--- config.mk ---
export PLATFORM = sky130hd
export DESIGN_NAME = fir_mac_multi
export DESIGN_NICKNAME = d
export VERILOG_FILES = /design/src/rtl/fir_mac_multi.sv
export SDC_FILE = /design/constraint.sdc
export NUM_CORES = 2
export LEC_CHECK = 0
export ABC_AREA = 1
export CAP_MARGIN = 20
export CORE_AREA = 2 2 325 327
export CTS_CLUSTER_DIAMETER = 50
export CTS_CLUSTER_SIZE = 28
export DETAILED_ROUTE_END_ITERATION = 6
export DIE_AREA = 0 0 327 329
export PLACE_DENSITY = 0.44
export SLEW_MARGIN = 10
export SYNTH_ARGS = -nofsm -noshare
export SYNTH_HDL_FRONTEND = slang
export SYNTH_SLANG_ARGS = --single-unit
--- constraint.sdc ---
create_clock -name clk -period 19.2 [get_ports clk]
set_input_delay 3.84 -clock clk [delete_from_list [all_inputs] [get_ports clk]]
set_output_delay 3.84 -clock clk [all_outputs]
set_load 0.02 [all_outputs]
--- src/rtl/fir_mac_multi.sv ---
// Multi-channel fixed-point FIR filter with one shared, time-multiplexed MAC.
// Round-half-up scaling, output saturation and dropped-sample reporting.
module fir_mac_multi #(
  parameter int DATA_W    = 16,
  parameter int COEF_W    = 16,
  parameter int TAPS      = 8,
  parameter int CHANNELS  = 2,
  parameter int OUT_SHIFT = 14,
  localparam int ACC_W = DATA_W + COEF_W + $clog2(TAPS),
  localparam int CW = (CHANNELS > 1) ? $clog2(CHANNELS) : 1,
  localparam int AW = (TAPS > 1) ? $clog2(TAPS) : 1
) (
  input  logic              clk,
  input  logic              rst,
  input  logic [DATA_W-1:0] inSignal,
  input  logic [CW-1:0]     inChannel,
  input  logic              newData,
  input  logic              coefWe,
  input  logic [AW-1:0]     coefAddr,
  input  logic [COEF_W-1:0] coefData,
  output logic [DATA_W-1:0] outSignal,
  output logic [CW-1:0]     outChannel,
  output logic              dataReady,
  output logic              busy,
  output logic              overrun
);

  typedef enum logic [1:0] {IDLE, MAC, ROUND} state_t;

  localparam logic [CW:0] CH_LIM = (CW+1)'(CHANNELS);
  localparam logic [AW:0] TAPS_X = (AW+1)'(TAPS);
  localparam logic signed [ACC_W:0] HALF =
    (ACC_W+1)'(1) <<< (OUT_SHIFT-1);
  localparam logic signed [ACC_W:0] MAXV =
    ((ACC_W+1)'(1) <<< (DATA_W-1)) - (ACC_W+1)'(1);
  localparam logic signed [ACC_W:0] MINV =
    -MAXV - (ACC_W+1)'(1);

  state_t state, stateNext;

  logic signed [COEF_W-1:0] coefMem [TAPS];
  logic signed [DATA_W-1:0] xMem [CHANNELS][TAPS];
  logic [AW-1:0]            wp [CHANNELS];
  logic [CW-1:0]            ch;
  logic [AW-1:0]            k;
  logic signed [ACC_W-1:0]  acc;

  logic                     chValid;
  logic                     take;
  logic                     coefTake;
  logic                     lastTap;
  logic [AW:0]              tSum;
  logic [AW-1:0]            tIdx;
  logic signed [COEF_W+DATA_W-1:0] prod;
  logic signed [ACC_W:0]    accRnd;
  logic signed [ACC_W:0]    scaled;
  logic [DATA_W-1:0]        satOut;

  assign busy = (state != IDLE);

  always_ff @(posedge clk or posedge rst) begin
    if (rst) state <= IDLE;
    else     state <= stateNext;
  end

  always_comb begin
    stateNext = state;
    take      = 1'b0;
    coefTake  = 1'b0;
    chValid   = ({1'b0, inChannel} < CH_LIM);
    lastTap   = (k == AW'(TAPS-1));
    unique case (state)
      IDLE: begin
        coefTake = coefWe;
        if (newData && chValid) begin
          take      = 1'b1;
          stateNext = MAC;
        end
      end
      MAC:     if (lastTap) stateNext = ROUND;
      ROUND:   stateNext = IDLE;
      default: stateNext = IDLE;
    endcase
  end

  // Tap k reads the sample written k acceptances ago on this channel.
  always_comb begin
    tSum = {1'b0, wp[ch]} + TAPS_X - {1'b0, k};
    tIdx = (tSum >= TAPS_X) ? AW'(tSum - TAPS_X) : AW'(tSum);
    prod = coefMem[k] * xMem[ch][tIdx];
    accRnd = (ACC_W+1)'(acc) + HALF;
    scaled = accRnd >>> OUT_SHIFT;
    if (scaled > MAXV)      satOut = DATA_W'(MAXV);
    else if (scaled < MINV) satOut = DATA_W'(MINV);
    else                    satOut = DATA_W'(scaled);
  end

  always_ff @(posedge clk or posedge rst) begin
    if (rst) begin
      for (int t = 0; t < TAPS; t++)
        coefMem[t] <= '0;
      coefMem[0] <= COEF_W'(1 << OUT_SHIFT);
      for (int c = 0; c < CHANNELS; c++) begin
        wp[c] <= '0;
        for (int t = 0; t < TAPS; t++)
          xMem[c][t] <= '0;
      end
      ch         <= '0;
      k          <= '0;
      acc        <= '0;
      outSignal  <= '0;
      outChannel <= '0;
      dataReady  <= 1'b0;
      overrun    <= 1'b0;
    end else begin
      dataReady <= 1'b0;
      overrun   <= newData && (busy || !chValid);
      if (coefTake)
        coefMem[coefAddr] <= coefData;
      if (take) begin
        xMem[inChannel][wp[inChannel]] <= inSignal;
        ch  <= inChannel;
        acc <= '0;
        k   <= '0;
      end
      if (state == MAC) begin
        acc <= acc + ACC_W'(prod);
        k   <= k + AW'(1);
      end
      if (state == ROUND) begin
        outSignal  <= satOut;
        outChannel <= ch;
        dataReady  <= 1'b1;
        if (wp[ch] == AW'(TAPS-1)) wp[ch] <= '0;
        else                       wp[ch] <= wp[ch] + AW'(1);
      end
    end
  end

endmodule
==> flow_metrics.tcl <==
set metrics [dict create \
    timing.fmax_ghz 0.109 \
    ys.flop_type "dfrtp_1" \
    synth_top_cell_area_share_pct 35.0 \
    cts_hold_buf 0 \
    cp_top_family "adder cells" \
    grt_start_max_net_pins 159 \
    wl_per_cell_um 19.5 \
    crit_top_cell "fa_1" \
    detail-route-antenna-nets 0 \
    critPathBufInv 6 \
    syn_area_um2 32100 \
    dieArea_um2 108000 \
    cts_sinks 450 \
    fill_cells 11100 \
    multiInputGateArea_um2 18000 \
    hp-start "xMem[151]$_DFFE_PP0P_" \
    synth_seq_cells 450 \
    avgSynthCellArea_um2 8.27 \
    tns_ns 0 \
    syn_inst 3885 \
    postCtsSetupRepairBufs 0 \
    highest_layer "met5" \
    vias 25800 \
    start_kind "flip-flop" \
    ys_async_sr_fraction_pct 100 \
    rows 119 \
    final_max_slew_viol_count 0 \
    coreArea_um2 104000 \
    drv_cap 0 \
    synth_area_leaders "dfrtp_1 35%, fa_1 19%, nand2_1 12%, o21ai_0 7.1%, inv_1 5.9%" \
    timing_hold_violations_final 0 \
    drt-met1-wl_mm 47.9 \
    drcViolationCount 0 \
    gr-total-overflow 0 \
    htree_levels 3 \
    synthToLayoutAreaGrowth_pct 14.6 \
    grt_pass1_wl_mm 163 \
    drt-total-wl_mm 104 \
    cp_slowest_stage_delay_ns 0.92 \
    reg2reg_from "k[0]$_DFFE_PP0P_" \
    dr_wl_met2_mm 48.4 \
    cts_root_buffer "clkbuf_16" \
    ff2ff_setup_slack_ns 10.01 \
    cts.path.max_buffers 3 \
    synth_area_leader_cell "dfrtp_1" \
    cp.arrival_ns 9.71 \
    drt_iter0_drc 1993 \
    critPathMaxFanout 27 \
    place_congestion 0.890 \
    slowest_stage "fa_1" \
    yosysSeqAreaShare_pct 35.0 \
    end_kind "flip-flop" \
    grt_pass1_vias 26400 \
    final_nets 4348 \
    required_ns 19.72 \
    worst_pin_slew_ns 1.05 \
    cts_buffers 81 \
    hold_class "reg2reg" \
    reg2regPathDepth 26 \
    rsz0062_at_grt "false" \
    synth_nets 4346 \
    timing.final.crit_share_pct 47.9 \
    die_w_um 327 \
    setup_viol 0 \
    cts_tree "yes" \
    ys_warn_count 0 \
    yosysUniqueCellTypes 48 \
    slew-limit-headroom_pct 30.2 \
    hold_depth 2 \
    top_level_ports 60 \
    fin_util_pct 35.3 \
    die_y_um 329 \
    clock_latency_ns 0.64 \
    drt_first_pass_iters 5 \
    status "finished, final reports clean" \
    cts_resized 0 \
    grt_antenna_before_repair 2 \
    worstSetupPathType "reg2reg" \
    r2r-end "acc[34]$_DFFE_PP0P_" \
    drive_gt1_share_pct 6.15 \
    hpwl_mm 71.6 \
    grtUsageTotal_pct 19.8 \
    min_to "xMem[151]$_DFFE_PP0P_" \
    vias_per_cell 4.83 \
    clock_skew_ns 0.0570 \
    diodes 0 \
    synth_edf_count 0 \
    finalCriticalPeriod_ns 9.19 \
    port_buffers 59 \
    initial_utilization_pct 30.8 \
    path_clk_slew_ns 0.06 \
    regArea_um2 11300 \
    met3_length_mm 4.89 \
]
## worst min-delay path, delay by kind of cell (launching register included)
kind               cells  cell delay (ns)
DFF                    1             0.33
and+or+nand+nor        1             0.05
AOI/OAI and AO/OA      1             0.06
## sequential cells by signal (all words and copies together) (netlist names)
name / flops
acc: 35
ch: 1
coefMem: 128
dataReady: 1
k: 3
outChannel: 1
outSignal: 16
overrun: 1
state: 2
wp: 6
xMem: 256
## stage by stage
step / instances / setup WS, ns / cell area [um^2] / hold WS [ns]
2_1_floorplan: 3885 / 2.82 / 32100 / 0.448
3_3_place_gp: 5194 / 10.09 / 34000 / 0.460
3_5_place_dp: 5194 / 10.04 / 34000 / 0.467
4_1_cts: 5344 / 10.01 / 36800 / 0.478
5_1_grt: 5345 / 9.45 / 36800 / 0.499
6_report: 5345 / 10.01 / 36800 / 0.476
## layout make-up
class / instances / area share, %
timing repair buffer: 112 / 2.74
tap: 1391 / 4.72
clock buffer: 94 / 5.83
multi-input combinational: 2718 / 49.0
clock inverter: 56 / 1.81
sequential: 450 / 30.6
inverter: 524 / 5.37
## worst max-delay path by stage
stage                                 from                   to  slack (ns)  cells after the start
after global routing      k[0]$_DFFE_PP0P_  acc[30]$_DFFE_PP0P_        9.45                     27
after floorplan                        rst   acc[0]$_DFFE_PP0P_        2.82                      1
final                     k[0]$_DFFE_PP0P_  acc[34]$_DFFE_PP0P_       10.01                     26
after detailed placement  k[0]$_DFFE_PP0P_  acc[34]$_DFFE_PP0P_       10.04                     28
after global placement    k[0]$_DFFE_PP0P_  acc[23]$_DFFE_PP0P_       10.09                     25
after CTS                 k[0]$_DFFE_PP0P_  acc[34]$_DFFE_PP0P_       10.01                     28
## logic make-up (layout without fill, tap and decap cells)
family	Yosys count	in the layout	synth area share (%)
and+or+nand+nor	1464	1464	17.9
AOI/OAI and AO/OA	808	808	13.7
buffers and inverters	717	786	8.91
DFF	450	450	35.0
adders and majority gates	421	421	23.7
xor gates and xnor gates	24	24	0.724
muxes	1	1	0.0350
## synth_stat cells, types with 28 or more instances
cell         n
a22oi_1     28
ha_1       109
a21oi_1    242
dfrtp_1    449
nand2_1   1020
nand3_1    100
o21ai_0    459
buf_2       41
fa_1       312
inv_1      504
clkbuf_1   120
nor2_1     296
## cells in the final DEF, fill, tap and decap left out, types with 81 or more instances in the layout
cell,netlist,layout
clkbuf_16,0,81
nand3_1,100,100
o21ai_0,459,459
nor2_1,296,294
inv_1,504,503
dfrtp_1,449,447
a21oi_1,242,242
nand2_1,1020,1020
fa_1,312,312
ha_1,109,108
## routing by layer
metal / track usage [%] / vias to the layer above
met3: 2.79 / 142
met5: 0 / -
met4: 5.58 / 2
li1: - / 12300
met1: 27.6 / 12800
met2: 32.1 / 621
Power is left out: the tool's default activity adds up to more than one toggle a clock period on the data nets, which glitch-free logic cannot reach.
